**config.mk**
```make
export PLATFORM = sky130hd
export DESIGN_NAME = conv_window_scheduler
export DESIGN_NICKNAME = d
export VERILOG_FILES = /design/src/rtl/conv_sched_pkg.sv /design/src/rtl/conv_issue_pipe.sv /design/src/rtl/conv_window_scheduler.sv
export SDC_FILE = /design/constraint.sdc
export NUM_CORES = 1
export LEC_CHECK = 0
export CAP_MARGIN = 20
export CORE_ASPECT_RATIO = 0.75
export CORE_MARGIN = 2
export CORE_UTILIZATION = 40
export DETAILED_ROUTE_END_ITERATION = 16
export DONT_BUFFER_PORTS = 1
export GPL_TIMING_DRIVEN = 0
export PLACE_DENSITY_LB_ADDON = 0.15
export SETUP_SLACK_MARGIN = 0.15
export SLEW_MARGIN = 10
export SYNTH_ARGS = -nofsm -noshare
export SYNTH_HDL_FRONTEND = slang
export SYNTH_SLANG_ARGS = --single-unit
```
**constraint.sdc**
```tcl
create_clock -name clk -period 2.84 [get_ports clk]
set_input_delay 0.568 -clock clk [delete_from_list [all_inputs] [get_ports clk]]
set_output_delay 0.568 -clock clk [all_outputs]
set_load 0.01 [all_outputs]
```
**src/rtl/conv_sched_pkg.sv**
```systemverilog
// conv_sched_pkg: shared state encoding and elaboration-time helpers for the convolution scheduler
package conv_sched_pkg;

    typedef enum logic [2:0] {IDLE, LOAD_K, RUN, DRAIN, DONE} state_t;

    function automatic int out_dim(input int in_dim, input int k, input int stride);
        return (in_dim - k) / stride + 1;
    endfunction

    function automatic int clog2(input int v);
        int r;
        r = 0;
        for (int i = 0; (1 << i) < v; i++) r = i + 1;
        return r;
    endfunction

endpackage

```
**src/rtl/conv_issue_pipe.sv**
```systemverilog
// conv_issue_pipe: fixed-latency delay line carrying issued output positions to the result strobe
module conv_issue_pipe #(
    parameter int DEPTH = 3,
    parameter int W     = 8
) (
    input  logic         clk,
    input  logic         rst,
    input  logic         in_valid,
    input  logic [W-1:0] in_x,
    input  logic [W-1:0] in_y,
    output logic         out_valid,
    output logic [W-1:0] out_x,
    output logic [W-1:0] out_y,
    output logic         empty
);

    logic [DEPTH-1:0] v;
    logic [W-1:0]     xs [DEPTH];
    logic [W-1:0]     ys [DEPTH];

    // shift one stage per cycle; empty slots carry zero coordinates
    always_ff @(posedge clk) begin
        if (rst) begin
            v <= '0;
            for (int i = 0; i < DEPTH; i++) begin
                xs[i] <= '0;
                ys[i] <= '0;
            end
        end else begin
            v[0]  <= in_valid;
            xs[0] <= in_valid ? in_x : '0;
            ys[0] <= in_valid ? in_y : '0;
            for (int i = 1; i < DEPTH; i++) begin
                v[i]  <= v[i-1];
                xs[i] <= xs[i-1];
                ys[i] <= ys[i-1];
            end
        end
    end

    // empty means nothing remains behind the output stage, so the pipe is clear after this cycle
    always_comb begin
        empty = 1'b1;
        for (int i = 0; i < DEPTH - 1; i++) empty = empty & ~v[i];
    end

    assign out_valid = v[DEPTH-1];
    assign out_x     = xs[DEPTH-1];
    assign out_y     = ys[DEPTH-1];

endmodule

```
**src/rtl/conv_window_scheduler.sv**
```systemverilog
// conv_window_scheduler: walks the output grid of one conv layer and issues credited multiplier firings
module conv_window_scheduler
    import conv_sched_pkg::*;
#(
    parameter int IN_WIDTH     = 8,
    parameter int IN_HEIGHT    = 8,
    parameter int K_WIDTH      = 3,
    parameter int K_HEIGHT     = 3,
    parameter int STRIDE       = 1,
    parameter int PIPE_LATENCY = 3,
    parameter int CREDITS      = 16,
    parameter int COORD_W      = 8
) (
    input  logic               clk,
    input  logic               rst,
    input  logic               start,
    output logic               busy,
    output logic               done,
    output logic               kernel_load_req,
    input  logic               kernel_load_ack,
    output logic               win_req,
    output logic [COORD_W-1:0] win_x,
    output logic [COORD_W-1:0] win_y,
    input  logic               win_valid,
    output logic               mult_en,
    output logic               res_valid,
    output logic [COORD_W-1:0] res_x,
    output logic [COORD_W-1:0] res_y,
    input  logic               credit_return
);

    localparam int OUT_W = out_dim(IN_WIDTH, K_WIDTH, STRIDE);
    localparam int OUT_H = out_dim(IN_HEIGHT, K_HEIGHT, STRIDE);
    localparam int CW    = clog2(CREDITS + 1);

    state_t             state, nxt;
    logic [COORD_W-1:0] ox, oy;
    logic [CW-1:0]      cred_cnt;
    logic               issue, last_col, last_pos, pipe_empty;

    assign issue    = (state == RUN) && win_valid && (cred_cnt != '0);
    assign last_col = ox == COORD_W'(OUT_W - 1);
    assign last_pos = last_col && (oy == COORD_W'(OUT_H - 1));

    // state register
    always_ff @(posedge clk) state <= rst ? IDLE : nxt;

    // next-state: a layer ends once the final position issues and the pipe drains
    always_comb begin
        nxt = state;
        case (state)
            IDLE:    nxt = start ? LOAD_K : IDLE;
            LOAD_K:  nxt = kernel_load_ack ? RUN : LOAD_K;
            RUN:     nxt = (issue && last_pos) ? DRAIN : RUN;
            DRAIN:   nxt = pipe_empty ? DONE : DRAIN;
            DONE:    nxt = IDLE;
            default: nxt = IDLE;
        endcase
    end

    // state-decoded handshakes; window address is the output position scaled by stride
    always_comb begin
        busy            = (state == LOAD_K) || (state == RUN) || (state == DRAIN);
        done            = state == DONE;
        kernel_load_req = state == LOAD_K;
        win_req         = state == RUN;
        mult_en         = issue;
        win_x           = COORD_W'(ox * STRIDE);
        win_y           = COORD_W'(oy * STRIDE);
    end

    // raster walk over the output grid, returned to origin after the final position
    always_ff @(posedge clk) begin
        if (rst || (state == IDLE && start) || (issue && last_pos)) begin
            ox <= '0;
            oy <= '0;
        end else if (issue) begin
            ox <= last_col ? '0 : ox + 1'b1;
            oy <= last_col ? oy + 1'b1 : oy;
        end
    end

    // downstream slot credits: spend on issue, refund on return, saturate at full
    always_ff @(posedge clk) begin
        if (rst)
            cred_cnt <= CW'(CREDITS);
        else if (issue && !credit_return)
            cred_cnt <= cred_cnt - 1'b1;
        else if (!issue && credit_return && cred_cnt != CW'(CREDITS))
            cred_cnt <= cred_cnt + 1'b1;
    end

    conv_issue_pipe #(
        .DEPTH (PIPE_LATENCY),
        .W     (COORD_W)
    ) u_pipe (
        .clk       (clk),
        .rst       (rst),
        .in_valid  (issue),
        .in_x      (ox),
        .in_y      (oy),
        .out_valid (res_valid),
        .out_x     (res_x),
        .out_y     (res_y),
        .empty     (pipe_empty)
    );

endmodule

```
; ---- Word-level counts from Yosys, hierarchy flattened
; Memories as Yosys holds them, arrays and structs flattened.
; Cells that the tools add are included.
[word_totals]
register_bits = 27
ram_bits = 48
input_bits = 6
out_inout_bits = 38
elab_cells = 64
n_memories = 2
[memory_table]
columns = memory, depth, word_bits, read_ports, rd_clocked_by_memory_dff, write_ports, line_no
row1 = u_pipe.xs, 3, 8, 3, 0, 3, conv_issue_pipe.sv:18  ; logic [W-1:0] xs [DEPTH];
row2 = u_pipe.ys, 3, 8, 3, 0, 3, conv_issue_pipe.sv:19  ; logic [W-1:0] ys [DEPTH];
[classes]
add_sub_neg = 4
n_eq_ne = 7
muxes = 19
bitwise = 9
reduce_logical = 18
[op_table]
columns = operator, n
row1 = two-way mux 8 bit, 9
row2 = adder 8 x 1 -> 8 bit (second input constant), 2
row3 = equality test 8 x 3 -> 1 bit (second input constant), 2
row4 = case mux 3 bit (4 select lines), 1
row5 = two-way mux 5 bit, 2
row6 = logical AND 1 bit, 8
row7 = equality test 3 x 2 -> 1 bit (second input constant), 2
row8 = OR 1 bit, 6
row9 = adder 5 x 1 -> 5 bit (second input constant), 1
row10 = two-way mux 1 bit, 5
row11 = inequality test 5 bit (second input constant), 1
row12 = nonzero test 5 bit, 1
row13 = subtractor 5 x 1 -> 5 bit (second input constant), 1
row14 = logical OR 1 bit, 4
row15 = equality test 3 x 1 -> 1 bit (second input constant), 1
row16 = equality test 3 bit (second input constant), 1
row17 = zero test 3 bit, 1
row18 = two-way mux 3 bit, 1
row19 = zero test 1 bit, 2
row20 = two-way mux 2 bit, 1
row21 = inverter 1 bit, 2
row22 = AND reduction 2 bit, 1
row23 = nonzero test 2 bit, 1
row24 = bitwise AND 1 bit, 1

; ---- Logic depth before layout (Yosys ltp)
[logic_depth]
word_depth = 8
ltp_mapped = 11
ltp_nobuf = 10

; ---- Modules after synthesis
; From an unflattened synthesis, not the netlist that was laid out.
[hier_totals]
hier_cells = 278
area_unflattened_um2 = 2879.0
[by_module_without_submodules]
columns = mod, instances, cells_each, area_each_um2, seq_area_each_um2
row1 = conv_issue_pipe, 1, 125, 1536.5, 1021.0
row2 = conv_window_scheduler, 1, 153, 1342.5, 480.5

; ---- Worst setup path before layout
; No wires, ideal clock.
[synth_timing]
path_kind = register to register
startpoint = register cred_cnt[2]
endpoint = register cred_cnt[4]
setup_time_ns = 0.117
arrival_ns = 2.389
required_time_ns = 2.723
setup_slack_ns = 0.334
stages_incl_launch_ff = 11
path_buffers = 0
period_less_slack_ns = 2.506
path_cell_list = dfxtp_1 or4_1 o21ai_2 nor2_1 xor2_1 ha_1 o31ai_1 nand2b_1 o32ai_1 xnor2_1 nand2b_1
[synth_via]
elab_chain_len = 6
[synth_lines]
columns = item, line_no
row1 = from (decl), conv_window_scheduler.sv:38  ; logic [CW-1:0] cred_cnt;
row2 = from (signal assigned), conv_window_scheduler.sv:86  ; cred_cnt <= CW'(CREDITS);
row3 = from (signal assigned), conv_window_scheduler.sv:88  ; cred_cnt <= cred_cnt - 1'b1;
row4 = from (signal assigned), conv_window_scheduler.sv:90  ; cred_cnt <= cred_cnt + 1'b1;
row5 = branches (longest 6 deep; another with adder 5 x 1 -> 5 bit), --
; Parallel ways; which one is timed is not known. The select of a mux whose other input is x is not followed.
; A chain may end at the register's enable or synchronous reset.

; ---- Worst setup path after layout
; Ends and elaborated chain as after synthesis.

==> metrics.txt <==
Pint 1.64 mW; switching share of total power 23.9%; CTS Buf Count 9; VDD IR max 0.000294 V; Net Sw Power 516 uW; Vias 1741; synth warn 0; hold path depth 1; TNS Setup 0 ps; PwrDens 682 nW/um^2; Setup violations, final 0; TritonCTS clock tree yes; Fill cells 670; Rows 26; slack of the worst reg-to-reg path 390 ps; Die ar. 7690 sq um; Async SR Flop Fraction 0%; Top Ports 44; hold path start u_pipe.xs[0][11]; H-tree levels 3; IO Port Bufs 0; EDFF count, synth 0; Worst Hold End u_pipe.xs[0][19]; multi-input logic area 1130 sq um; antenna fix cells 0; Yosys top cell area share 53.6%; Tmin final 2450 ps; Avg Vias per Cell 4.58; gate count of the mapped netlist 280; count leader, synth dfxtp_1; Seq pwr share 50.5%; Worst R2R End cred_cnt[4]; vias in the first global route 1575; Area contributors post-synth dfxtp_1 54%, nor2b_1 7.6%, buf_4 4.3%; ratio of cells with drive above 1 in the final layout 14.9%; worst path bufs/invs 0; syn_nets 292; crit-path max cell delay 600 ps; CP delay by family, top simple AND/OR/NAND/NOR gates; final hold violations 0; fmax 409 MHz; Reg area 1500 sq um; Yosys reg bits 75; chip width 101 um; core area 6800 sq um; syn_area_per_cell 10.0 sq um; worst hold path class register to register; Initial Utilization 41.2%; area grow syn2layout 12.9%; Primary FF master, synth dfxtp_1; initial antenna violation count 0; RSZ-0062 raised after global routing false; Post-Route WL 4720 um; Mapped Area 2800 sq um; Worst Reg-to-Reg Cells 10; synth unique cells 40; Min Hold Slack 434 ps; GRT Residual Overflow 0; placed cells 364; biggest area consumer among synthesized cells dfxtp_1; DIE HEIGHT 76.4 um; Clock Path Buffers 2; Crit. End Element register; dpl cell area 2900 sq um; max-slew violations 0; skew final 5.10 ps; largest net degree at the start of global routing 14; max_cap viols 0; gr usage total 13.6%; Commonest cells post-synth 75 x dfxtp_1, 34 x nor2b_1, 28 x nor2_1; crit-path cells or4_4, o21ai_4, nor2_1, xor2_1, ha_1, o31ai_1, nand2b_1, o32ai_2, xnor2_1, nand2b_1; clock power share 40.5%; cts hold-fix bufs 0; Worst-path clk slew 80 ps; Logic pwr share 9.1%; Final Non-Filler Cells 380; Tcrit/Tclk final 86.1%; Pre-antenna DRT Iters 4; Slew HR 51.4%; clock sink count 75; CP required 3080 ps; CP Max Fanout 6; most frequent CP cell nand2b_1; leakage 1.23 nW; clk root buf clkbuf_8; Antenna Violating Nets Remaining 0; status completed; Tot Pwr 2.16 mW; FF-to-FF Start cred_cnt[2]; DR WL/cell 12.4 um; Clk Latency, worst-skew pair 350 ps; pre-CTS setup slack 24.2 ps; post-synthesis sequential area ratio 53.6%; fin util 46.5%; DRC Markers 0; slowest stage cell, crit path or4_4; element type at the critical path start register; Design Area, Final 3160 sq um; worst path arrival time 2690 ps; post-detail-place hpwl 3260 um; worst-margin pin slew 722 ps; setup ws final 394 ps; gpl congestion 0.724; fin nets 304; First DRT Iteration DRCs 74; WS Path Type register to register; first-pass GRT wire length 7960 um
==> routing by layer <==
metal,share of wire [%],up-vias,GRT usage (%)
met1,49,775,16.2
met4,0.74,0,5.75
li1,-,927,-
met2,46,33,20.9
met3,4.7,6,6.33
met5,0,-,0
==> cell usage in the layout (no fill, tap or decap), types with 4 or more instances in the layout <==
| cell type | instances |
|---|---|
| clkbuf_8 | 9 |
| and2_1 | 13 |
| ha_1 | 6 |
| nor2_1 | 28 |
| buf_4 | 17 |
| clkbuf_1 | 11 |
| inv_1 | 8 |
| nor2b_1 | 34 |
| o21ai_0 | 5 |
| xnor2_1 | 8 |
| dfxtp_1 | 75 |
| mux2i_1 | 4 |
| xor2_1 | 10 |
| nand3_1 | 5 |
| nand2_1 | 9 |
| nor3_1 | 8 |
| and3_1 | 4 |
==> worst max-delay path by stage <==
stage	from	to	slack [ps]	depth (start not counted)
4_1_cts	cred_cnt[1]	cred_cnt[4]	260	11
6_report	cred_cnt[2]	cred_cnt[4]	390	10
2_1_floorplan	cred_cnt[2]	cred_cnt[4]	330	10
3_3_place_gp	cred_cnt[1]	cred_cnt[4]	8	11
5_1_grt	cred_cnt[1]	cred_cnt[4]	170	11
3_5_place_dp	cred_cnt[1]	cred_cnt[4]	20	11
==> area by class of cell <==
class | count | area share (%)
sequential | 75 | 47.5
inverter | 8 | 0.950
buffer | 29 | 5.38
multi-input combinational | 168 | 35.8
timing repair buffer | 1 | 0.238
clock inverter | 6 | 2.89
tap | 84 | 3.33
clock buffer | 9 | 3.92
==> cells by family (layout without fill, tap and decap cells) <==
group	after synthesis	count (layout)	synth area share [%]
buffers and inverters	37	53	7.15
xor gates and xnor gates	18	18	5.63
AOI/OAI and AO/OA	20	20	5.50
muxes	4	4	1.43
DFF	75	75	53.6
adders and majority gates	6	6	2.68
and+or+nand+nor	120	120	24.0
==> power by group through the flow <==
stage / Sequential [mW] / Clock, mW / Combinational [mW]
finish: 1.09 / 0.872 / 0.196
global route: 1.09 / 0.951 / 0.223
CTS: 1.09 / 0.901 / 0.183
global placement: 1.11 / 0 / 0.175
detailed placement: 1.11 / 0 / 0.175
floorplan: 1.11 / 0 / 0.146
==> flip-flops by register name, summed over array words and instances, names as in the netlist <==
register   cells
state          3
ox             8
u_pipe.ys     24
oy             8
u_pipe.xs     24
cred_cnt       5
u_pipe.v       3
==> what timing repair did <==
action / 4_1_cts / 5_1_grt
setup buffers: 1 / 0
endpoints found under the setup margin: 1 / 1
gates resized for setup: 2 / 3
pin swaps: 1 / 0
No activity file was read; power rests on OpenSTA's default activity.
